==> config.mk <==
export PLATFORM = sky130hd
export DESIGN_NAME = fe_fb_flat
export DESIGN_NICKNAME = d
export VERILOG_FILES = /design/src/rtl/fe_fb_if.sv /design/src/rtl/fe_fb.sv /design/src/flat_wrapper.sv
export SDC_FILE = /design/constraint.sdc
export NUM_CORES = 1
export LEC_CHECK = 0
export CORE_MARGIN = 5
export CORE_UTILIZATION = 40
export CTS_CLUSTER_DIAMETER = 80
export CTS_CLUSTER_SIZE = 16
export DETAILED_ROUTE_END_ITERATION = 8
export PLACE_DENSITY = 0.61
export SKIP_LAST_GASP = 1
export SYNTH_ARGS = -nofsm -noshare
export SYNTH_HDL_FRONTEND = slang
export SYNTH_SLANG_ARGS = --single-unit
==> constraint.sdc <==
create_clock -name clk -period 10.3 [get_ports clk]
set_clock_uncertainty 0.05 [all_clocks]
set_input_delay 2.06 -clock clk [delete_from_list [all_inputs] [get_ports clk]]
set_output_delay 2.06 -clock clk [all_outputs]
set_load 0.03 [all_outputs]
==> src/rtl/fe_fb_if.sv <==
// Fetch request/response channel between fetch control and the fetch buffer.
//   req_valid/req_addr/req_id : fetch request (one outstanding at a time)
//   kill                      : abandon the outstanding request
//   rsp_valid/rsp_instr/rsp_pc/rsp_id : instruction response
// Modports: master = fetch control side, slave = fetch buffer side.
interface fe_fb_if #(
  parameter int unsigned PADDR_W = 32,
  parameter int unsigned ID_W    = 4
);
  logic               req_valid;
  logic [PADDR_W-1:0] req_addr;
  logic [ID_W-1:0]    req_id;
  logic               kill;
  logic               rsp_valid;
  logic [31:0]        rsp_instr;
  logic [PADDR_W-1:0] rsp_pc;
  logic [ID_W-1:0]    rsp_id;

  modport master (
    output req_valid, req_addr, req_id, kill,
    input  rsp_valid, rsp_instr, rsp_pc, rsp_id
  );

  modport slave (
    input  req_valid, req_addr, req_id, kill,
    output rsp_valid, rsp_instr, rsp_pc, rsp_id
  );
endinterface

==> src/rtl/fe_fb.sv <==
// Fetch buffer: responder side of the fetch request/response protocol. Holds a
// small fully-associative set of instruction lines; hits answer one cycle after
// the request, misses fetch the line from memory, install it and then answer.
//
// Ports:
//   clk, reset     : clock, synchronous active-high reset
//   bus (slave)    : fetch request/response channel plus kill
//   inv_all        : invalidate every line at the next edge
//   fill_req_valid/fill_req_ready/fill_req_addr : line fill request to memory
//   fill_rsp_valid/fill_rsp_data                : single-beat line fill data
//   busy           : high whenever the FSM is not idle
//
// Build options:
//   FE_FB_BYPASS_EN : answer a miss in the same cycle the fill data arrives,
//                     taking the word straight from fill_rsp_data.
//   ASSERT          : enables the request protocol assertion.
module fe_fb #(
  parameter int unsigned NUM_LINES  = 4,
  parameter int unsigned LINE_BYTES = 16,
  parameter int unsigned PADDR_W    = 32,
  parameter int unsigned ID_W       = 4
) (
  input  logic                    clk,
  input  logic                    reset,
  fe_fb_if.slave                  bus,
  input  logic                    inv_all,
  output logic                    fill_req_valid,
  input  logic                    fill_req_ready,
  output logic [PADDR_W-1:0]      fill_req_addr,
  input  logic                    fill_rsp_valid,
  input  logic [LINE_BYTES*8-1:0] fill_rsp_data,
  output logic                    busy
);

  localparam int unsigned OFF_W  = $clog2(LINE_BYTES);
  localparam int unsigned IDX_W  = $clog2(NUM_LINES);
  localparam int unsigned TAG_W  = PADDR_W - OFF_W;
  localparam int unsigned LINE_W = LINE_BYTES * 8;

  typedef enum logic [2:0] {
    FbIdle,
    FbLookup,
    FbFillReq,
    FbFillWait,
    FbRsp
  } fb_state_e;

  fb_state_e          state_q, state_d;
  logic [NUM_LINES-1:0] valid_q, valid_d;
  logic [TAG_W-1:0]   tag_q  [NUM_LINES];
  logic [LINE_W-1:0]  data_q [NUM_LINES];
  logic [IDX_W-1:0]   victim_q;
  logic [IDX_W-1:0]   rsp_idx_q;
  logic [PADDR_W-1:0] req_addr_q;
  logic [ID_W-1:0]    req_id_q;
  logic               drop_q, drop_d;

  logic               hit;
  logic [IDX_W-1:0]   hit_idx;
  logic [TAG_W-1:0]   req_tag;
  logic               latch;
  logic               install;
  logic               rsp_drive;
  logic               rsp_ok;
  logic [31:0]        rsp_word;
  logic               rsp_fire;

  // Pick the 32-bit word addressed by the byte offset (low two bits ignored).
  function automatic logic [31:0] sel_word(input logic [LINE_W-1:0] line,
                                           input logic [OFF_W-1:0]  off);
    logic [LINE_W-1:0] sh;
    sh = line >> {off & ~OFF_W'(3), 3'b000};
    return sh[31:0];
  endfunction

  assign req_tag = req_addr_q[PADDR_W-1:OFF_W];

  // At most one entry can match: a line is only installed after a miss.
  always_comb begin
    hit     = 1'b0;
    hit_idx = '0;
    for (int unsigned i = 0; i < NUM_LINES; i++) begin
      if (valid_q[IDX_W'(i)] && tag_q[IDX_W'(i)] == req_tag) begin
        hit     = 1'b1;
        hit_idx = IDX_W'(i);
      end
    end
  end

  always_comb begin
    state_d   = state_q;
    drop_d    = drop_q;
    latch     = 1'b0;
    install   = 1'b0;
    rsp_drive = 1'b0;
    rsp_ok    = 1'b0;
    rsp_word  = '0;
    unique case (state_q)
      FbIdle: begin
        if (bus.req_valid) begin
          latch   = 1'b1;
          state_d = FbLookup;
        end
      end
      FbLookup: begin
        if (hit) begin
          rsp_drive = 1'b1;
          rsp_ok    = !bus.kill;
          rsp_word  = sel_word(data_q[hit_idx], req_addr_q[OFF_W-1:0]);
          // kill targets the old request; a new one is still accepted
          if (bus.req_valid) begin
            latch   = 1'b1;
            state_d = FbLookup;
          end else begin
            state_d = FbIdle;
          end
        end else begin
          if (bus.kill) drop_d = 1'b1;
          state_d = FbFillReq;
        end
      end
      FbFillReq: begin
        if (bus.kill) drop_d = 1'b1;
        if (fill_req_ready) state_d = FbFillWait;
      end
      FbFillWait: begin
        if (bus.kill) drop_d = 1'b1;
        if (fill_rsp_valid) begin
          install = 1'b1;
`ifdef FE_FB_BYPASS_EN
          rsp_drive = 1'b1;
          rsp_ok    = !bus.kill && !drop_q;
          rsp_word  = sel_word(fill_rsp_data, req_addr_q[OFF_W-1:0]);
          drop_d    = 1'b0;
          if (bus.req_valid) begin
            latch   = 1'b1;
            state_d = FbLookup;
          end else begin
            state_d = FbIdle;
          end
`else
          state_d = FbRsp;
`endif
        end
      end
      FbRsp: begin
        rsp_drive = 1'b1;
        rsp_ok    = !bus.kill && !drop_q;
        rsp_word  = sel_word(data_q[rsp_idx_q], req_addr_q[OFF_W-1:0]);
        drop_d    = 1'b0;
        if (bus.req_valid) begin
          latch   = 1'b1;
          state_d = FbLookup;
        end else begin
          state_d = FbIdle;
        end
      end
      default: state_d = FbIdle;
    endcase
  end

  // Install wins over a same-cycle invalidate for the victim entry.
  always_comb begin
    valid_d = inv_all ? '0 : valid_q;
    if (install) valid_d[victim_q] = 1'b1;
  end

  always_ff @(posedge clk) begin
    if (reset) begin
      state_q    <= FbIdle;
      valid_q    <= '0;
      victim_q   <= '0;
      rsp_idx_q  <= '0;
      drop_q     <= 1'b0;
      req_addr_q <= '0;
      req_id_q   <= '0;
    end else begin
      state_q <= state_d;
      valid_q <= valid_d;
      drop_q  <= drop_d;
      if (latch) begin
        req_addr_q <= bus.req_addr;
        req_id_q   <= bus.req_id;
      end
      if (install) begin
        victim_q  <= victim_q + IDX_W'(1);
        rsp_idx_q <= victim_q;
      end
    end
  end

  // Line storage is qualified by valid_q, so it needs no reset.
  always_ff @(posedge clk) begin
    if (install) begin
      tag_q[victim_q]  <= req_tag;
      data_q[victim_q] <= fill_rsp_data;
    end
  end

  assign rsp_fire      = !reset && rsp_drive && rsp_ok;
  assign bus.rsp_valid = rsp_fire;
  assign bus.rsp_instr = rsp_fire ? rsp_word : '0;
  assign bus.rsp_pc    = rsp_fire ? req_addr_q : '0;
  assign bus.rsp_id    = rsp_fire ? req_id_q : '0;

  assign fill_req_valid = !reset && (state_q == FbFillReq);
  assign fill_req_addr  = fill_req_valid ? {req_tag, {OFF_W{1'b0}}} : '0;
  assign busy           = !reset && (state_q != FbIdle);

`ifdef ASSERT
  logic req_ok;
  always_comb begin
    req_ok = (state_q == FbIdle) || (state_q == FbLookup && hit) || (state_q == FbRsp);
`ifdef FE_FB_BYPASS_EN
    if (state_q == FbFillWait && fill_rsp_valid) req_ok = 1'b1;
`endif
  end

  a_req_protocol: assert property (@(posedge clk) disable iff (reset)
    bus.req_valid |-> req_ok);
`endif

endmodule

==> src/flat_wrapper.sv <==
// flat-port wrapper written by rule: the top's interface ports become plain ports
module fe_fb_flat 
#(
  parameter int unsigned NUM_LINES  = 4,
  parameter int unsigned LINE_BYTES = 16,
  parameter int unsigned PADDR_W    = 32,
  parameter int unsigned ID_W       = 4
)
  (clk, reset, inv_all, fill_req_valid, fill_req_ready, fill_req_addr, fill_rsp_valid, fill_rsp_data, busy, bus_req_valid, bus_req_addr, bus_req_id, bus_kill, bus_rsp_valid, bus_rsp_instr, bus_rsp_pc, bus_rsp_id);
  fe_fb_if #(.PADDR_W(PADDR_W), .ID_W(ID_W)) bus_i ();
  input  logic clk;
  input  logic reset;
  input  logic inv_all;
  output logic fill_req_valid;
  input  logic fill_req_ready;
  output logic [PADDR_W-1:0] fill_req_addr;
  input  logic fill_rsp_valid;
  input  logic [LINE_BYTES*8-1:0] fill_rsp_data;
  output logic busy;
  input wire logic [$bits(bus_i.req_valid)-1:0] bus_req_valid;
  input wire logic [$bits(bus_i.req_addr)-1:0] bus_req_addr;
  input wire logic [$bits(bus_i.req_id)-1:0] bus_req_id;
  input wire logic [$bits(bus_i.kill)-1:0] bus_kill;
  output wire logic [$bits(bus_i.rsp_valid)-1:0] bus_rsp_valid;
  output wire logic [$bits(bus_i.rsp_instr)-1:0] bus_rsp_instr;
  output wire logic [$bits(bus_i.rsp_pc)-1:0] bus_rsp_pc;
  output wire logic [$bits(bus_i.rsp_id)-1:0] bus_rsp_id;
  assign bus_i.req_valid = bus_req_valid;
  assign bus_i.req_addr = bus_req_addr;
  assign bus_i.req_id = bus_req_id;
  assign bus_i.kill = bus_kill;
  assign bus_rsp_valid = bus_i.rsp_valid;
  assign bus_rsp_instr = bus_i.rsp_instr;
  assign bus_rsp_pc = bus_i.rsp_pc;
  assign bus_rsp_id = bus_i.rsp_id;
  fe_fb #(.NUM_LINES(NUM_LINES), .LINE_BYTES(LINE_BYTES), .PADDR_W(PADDR_W), .ID_W(ID_W)) u_core (.clk(clk), .reset(reset), .bus(bus_i), .inv_all(inv_all), .fill_req_valid(fill_req_valid), .fill_req_ready(fill_req_ready), .fill_req_addr(fill_req_addr), .fill_rsp_valid(fill_rsp_valid), .fill_rsp_data(fill_rsp_data), .busy(busy));
endmodule
* Word-level counts from Yosys, hierarchy flattened *
Memory sizes are Yosys's and may differ from the RTL's. A register that Yosys moved wholly into a read port is not among the register bits.
Cells that the tools add are included.

cells by class
  $add $sub $neg = 1
  multipliers = 0
  divide/modulo/power cells = 0
  magnitude comparators = 2
  equality and inequality tests = 12
  shift operators = 2
  multiplexer cells = 39
  bitwise logic cells = 1
  reductions and logical operators = 20

operator list
  cell                                                 number
  right shift 128 x 7 -> 32 bit                        2
  two-way mux 32 bit                                   4
  == test 28 bit                                       4
  case mux 32 bit (2 select lines)                     1
  two-way mux 1 bit                                    17
  case mux 3 bit (5 select lines)                      1
  two-way mux 3 bit                                    4
  two-way mux 4 bit                                    3
  logical AND 1 bit                                    10
  two-way mux 2 bit                                    4
  != test 2 bit (second input constant)                4
  == test 3 x 2 -> 1 bit (second input constant)       2
  case mux 1 bit (2 select lines)                      3
  nonzero test 3 bit                                   2
  bitwise OR 4 bit                                     1
  OR reduction 2 bit                                   2
  == test 3 x 1 -> 1 bit (second input constant)       1
  == test 3 bit (second input constant)                1
  zero test 1 bit                                      3
  zero test 3 bit                                      1
  < comparator 2 x 3 -> 1 bit (second input constant)  1
  case mux 1 bit (3 select lines)                      1
  AND reduction 3 bit                                  1
  adder 2 x 1 -> 2 bit (second input constant)         1
  3 further kinds                                      3

word-level totals
  flip-flop bits (word level) = 48
  latch bits = 0
  bits in writable memories = 624
  bits in read-only memories = 0
  bits of input ports = 171
  output and inout port bits = 103
  word-level logic and storage cells = 86
  memories = 2

memories
  memory         depth  bits a word  read ports  clocked after Yosys merged registers in  wr ports  RTL line     source
  u_core.data_q  4      128          2           1                                        1         fe_fb.sv:51  logic [LINE_W-1:0] data_q [NUM_LINES];
  u_core.tag_q   4      28           4           0                                        1         fe_fb.sv:50  logic [TAG_W-1:0] tag_q [NUM_LINES];

* Longest topological paths before layout *
An unclocked memory read counts as a cell.

  depth after elaboration = 12
  mapped depth = 13
  depth with buffers taken out = 8

* Worst setup path after synthesis *
No wires, ideal clock.

  path kind = input-to-reg
  start point = input port fill_rsp_valid
  end point = memory u_core.data_q[0][0] in the netlist's numbering (enable)
  setup time = 0.535 ns
  data arrival time = 6.172 ns
  data required time = 9.715 ns
  slack = 3.543 ns
  stages = 3
  buffers on the path = 0
  cells stage by stage = nand2_1 -> nor2_1 -> and2_1

between the ends
  cells in the longest elaborated chain, start to end = 4

ends and longest elaborated chain
  item                                     RTL line            source
  start: declaration                       flat_wrapper.sv:17  input logic fill_rsp_valid;
  two-way mux 1 bit                        fe_fb.sv:128        if (fill_rsp_valid) begin
  two-way mux 1 bit                        fe_fb.sv:98         unique case (state_q)
  two-way mux 1 bit                        fe_fb.sv:194        if (install) begin
  two-way mux 1 bit (implied by the code)  fe_fb.sv:196        data_q[victim_q] <= fill_rsp_data;
  end: declaration                         fe_fb.sv:51

No other way between the ends.

* Worst setup path after layout *
  start point = register u_core.req_addr_q[4]
  end point = output port bus_rsp_instr[0]

between the ends
  cells in the longest elaborated chain, start to end = 11
  elaborated cells between the ends (all ways) = 26
  those cells by class = eq/ne: 4; shift: 1; mux: 14; reduce/logical: 6; memory: 1

ends and longest elaborated chain
  item                                                                           RTL line            source
  start: declaration                                                             fe_fb.sv:54         logic [PADDR_W-1:0] req_addr_q;
  start signal: assignment                                                       fe_fb.sv:182        req_addr_q <= bus.req_addr;
  parallel branches: the longest is 10 deep, another holds memory (4 x 128 bit)  n/a
  two-way mux 32 bit (*)                                                         fe_fb.sv:202        assign bus.rsp_instr = rsp_fire ? rsp_word : '0;
  end: declaration                                                               flat_wrapper.sv:25  output wire logic [$bits(bus_i.rsp_instr)-1:0] bus_rsp_instr;

Every way passes the cells marked *.

==> impl_metrics.py <==
metrics = {
    "run_status": {
        "status": "finished clean",
    },
    "cts": {
        "post_cts_resized": 0,
        "cts_made_buffers": 49,
        "clk_path_buf_depth": 3,
        "path_clk_slew_ns": 0.07,
        "cts_tree": "yes",
        "cts-root-buf": "clkbuf_16",
        "cts.sinks": 674,
        "clk_latency_ns": 0.60,
        "htreeDepth": 2,
        "hold_buffers": 0,
        "post-cts-setup-buffers": 0,
    },
    "critical_path": {
        "cp-end-kind": "primary output",
        "crit_slowest_cell": "and2_4",
        "cp_max_fo": 46,
        "crit_arrival_ns": 5.64,
        "timing.rr.start": "u_core.state_q[0]",
        "crit_path_cell_trace": "xnor2_1 > nand4_1 > nor4_2 > and2_4 > or4_1 > nand3_4 > o41ai_2 > clkdlybuf4s50_1",
        "crit_path_max_incr_delay_ns": 0.88,
        "cp-start-kind": "register",
        "r2r_cells": 5,
        "r2r_end": "u_core.data_q[0][54]",
        "cp-startpoint": "u_core.req_addr_q[4]",
        "crit_family": "simple AND/OR/NAND/NOR gates",
        "required_ns": 8.19,
        "setup.worst_path.class": "reg2out",
        "rrSetupSlack_ns": 6.63,
        "path_depth": 8,
        "worstSetupEndpoint": "bus_rsp_instr[0]",
        "path_buf_inv": 1,
    },
    "sta": {
        "period_share": 0.753,
        "slew_headroom": 0.263,
        "hold_slack_ns": 0.441,
        "period_minus_slack_ns": 7.75,
        "fin_tns_setup_ns": 0,
        "max_freq_mhz": 129,
        "grt_setup_unrepaired": "false",
        "hold_viol_final": 0,
        "setup_violations": 0,
        "slew_viol_final": 0,
        "tightestPinTransition_ns": 1.11,
    },
    "worst_hold_path": {
        "worst_hold_path_type": "reg2reg",
        "worstHoldStart": "u_core.valid_q[0]",
    },
    "detailed_routing": {
        "ant_nets": 0,
        "routedWlPerCell_um": 25.1,
        "wl_um": 81300,
        "via_per_inst": 5.69,
        "route.detailed.drc": 0,
        "drt_iter0_drc": 1161,
        "firstDrtPassIters": 6,
        "vias": 18404,
    },
    "synth": {
        "async_flop_share": 0,
        "yosysWarnings": 0,
        "ys_ff_latch": 674,
        "synthFlopType": "edfxtp_1",
        "synth_edf_count": 624,
        "syn_area_per_cell_um2": 15.8,
        "yosysUniqueCellTypes": 46,
        "ys_seq_area_frac": 0.631,
        "netlist_area_mm2": 0.0313,
        "synthCells": 1977,
    },
    "placed_design": {
        "port_buffers": 269,
        "dp_hpwl_um": 47500,
        "gp_congestion": 0.759,
        "place_area_mm2": 0.0348,
    },
    "floorplanning": {
        "start_util": 0.404,
        "die_x_um": 290,
        "dieArea_mm2": 0.0839,
        "rows": 102,
        "fp.dieH_um": 290,
        "ios": 274,
        "core_mm2": 0.0775,
    },
    "grt": {
        "overflow": 0,
        "grt_pass1_wl_um": 121000,
        "grt_use_total": 0.190,
        "grt_pass1_vias": 19380,
        "grt_max_degree": 165,
        "antenna_found_initial": 20,
    },
    "cells_and_area": {
        "synthToLayoutAreaGrowth_pct": 15.7,
        "design_area_mm2": 0.0362,
        "layout.nets": 2331,
        "fill_cells": 6682,
        "drive_gt1_frac": 0.137,
        "final_util": 0.467,
    },
    "job": {
        "max_cap_viol_count": 0,
    },
    "power": {
        "power_density_mw_per_mm2": 142,
        "p_leak_nw": 11.4,
        "peakVddDrop_uv": 135,
    },
}
-- layout make-up --
type / instances / area [µm²] / share of cell area
Multi-Input combinational cell: 1125 / 10700 / 0.296
Timing Repair Buffer: 301 / 2980 / 0.0823
Clock buffer: 67 / 1320 / 0.0363
Sequential cell: 674 / 19800 / 0.546
Antenna cell: 16 / 40.0 / 0.00111
Tap cell: 1040 / 1300 / 0.0360
Inverter: 5 / 18.8 / 0.000519
Clock inverter: 6 / 81.3 / 0.00225
-- cell usage after synthesis, types with 3 or more instances --
| cell type | count | area [µm²] |
|---|---|---|
| a211o_1 | 64 | 561 |
| a211oi_1 | 127 | 953 |
| a21oi_1 | 72 | 360 |
| a22o_1 | 28 | 245 |
| and2_1 | 69 | 432 |
| buf_1 | 12 | 45.0 |
| buf_2 | 53 | 265 |
| buf_4 | 20 | 150 |
| buf_6 | 8 | 90.1 |
| clkbuf_1 | 78 | 293 |
| clkbuf_4 | 3 | 22.5 |
| dfxtp_1 | 50 | 1000 |
| edfxtp_1 | 624 | 18700 |
| ha_1 | 4 | 50.1 |
| inv_1 | 5 | 18.8 |
| mux2i_1 | 165 | 1650 |
| mux4_2 | 160 | 3600 |
| nand2_1 | 42 | 158 |
| nand2b_1 | 4 | 25.0 |
| nand3_1 | 4 | 20.0 |
| nand4_1 | 16 | 100 |
| nor2_1 | 177 | 664 |
| nor3_1 | 7 | 35.0 |
| nor4_1 | 12 | 75.1 |
| o41ai_2 | 30 | 488 |
| or4_1 | 3 | 22.5 |
| xnor2_1 | 67 | 587 |
| xor2_1 | 46 | 403 |
-- metal layers --
metal	global-route usage	up-vias	wire length [µm]
met2	0.324	554	40100
met1	0.250	9531	34000
li1	-	8183	-
met5	0.0145	-	75
met3	0.0410	124	5320
met4	0.0478	12	1750
-- kinds of logic after synthesis --
kind of cell             after synthesis  synth area share
AO/OA/AOI/OAI                        337            0.0872
XOR/XNOR                             113            0.0316
adder cells (fa/ha/maj)                4           0.00160
buffers and inverters                181            0.0292
flip-flops                           674             0.631
multiplexers                         325             0.168
other                                  1          0.000120
AND/OR/NAND/NOR                      342            0.0514
-- stage by stage --
step / setup slack (ns) / total power, mW / cells
CTS: 2.39 / 5.22 / 3218
detailed placement: 2.61 / 3.40 / 3145
floorplan: 3.54 / 3.25 / 1980
global placement: 2.61 / 3.39 / 3145
global route: 2.27 / 5.34 / 3228
finish: 2.55 / 5.15 / 3234
-- worst reg2reg max path, stage by stage (launching register included) --
cell     delay [ns]
dfxtp_1        0.55
nand2_1        0.15
nor2_1         0.54
and2_4         0.72
buf_4          0.62
buf_4          0.63
-- worst min path at each step --
stage | end | slack [ns] | depth (start not counted)
2_1_floorplan | u_core.req_addr_q[0] | 0.40 | 2
3_3_place_gp | u_core.req_id_q[2] | 0.42 | 2
3_5_place_dp | u_core.valid_q[0] | 0.43 | 2
4_1_cts | u_core.valid_q[0] | 0.44 | 2
5_1_grt | u_core.req_id_q[0] | 0.49 | 2
6_report | u_core.valid_q[0] | 0.44 | 2
-- report_power, final --
| part | switching, mW | leakage [nW] | internal [mW] |
|---|---|---|---|
| Combinational | 0.137 | 4.70 | 0.142 |
| Clock | 0.908 | 0.673 | 0.915 |
| Sequential | 0.0464 | 6.04 | 3.01 |
| Total | 1.09 | 11.4 | 4.06 |
-- state kept, by name (all words and copies together) (netlist names), named ones only --
name               count
u_core.state_q         3
u_core.victim_q        2
u_core.tag_q         112
u_core.drop_q          1
u_core.req_id_q        4
u_core.req_addr_q     32
u_core.valid_q         4
u_core.rsp_idx_q       2
u_core.data_q        512
-- cell usage in the layout (no fill, tap or decap), types with 50 or more instances in the layout --
cell,n
clkdlybuf4s50_1,268
mux4_2,160
and2_1,64
nor2_1,177
clkbuf_16,50
mux2i_1,165
a211oi_1,127
xnor2_1,67
a211o_1,64
a21oi_1,72
edfxtp_1,624
No activity file was read; power rests on OpenSTA's default activity.
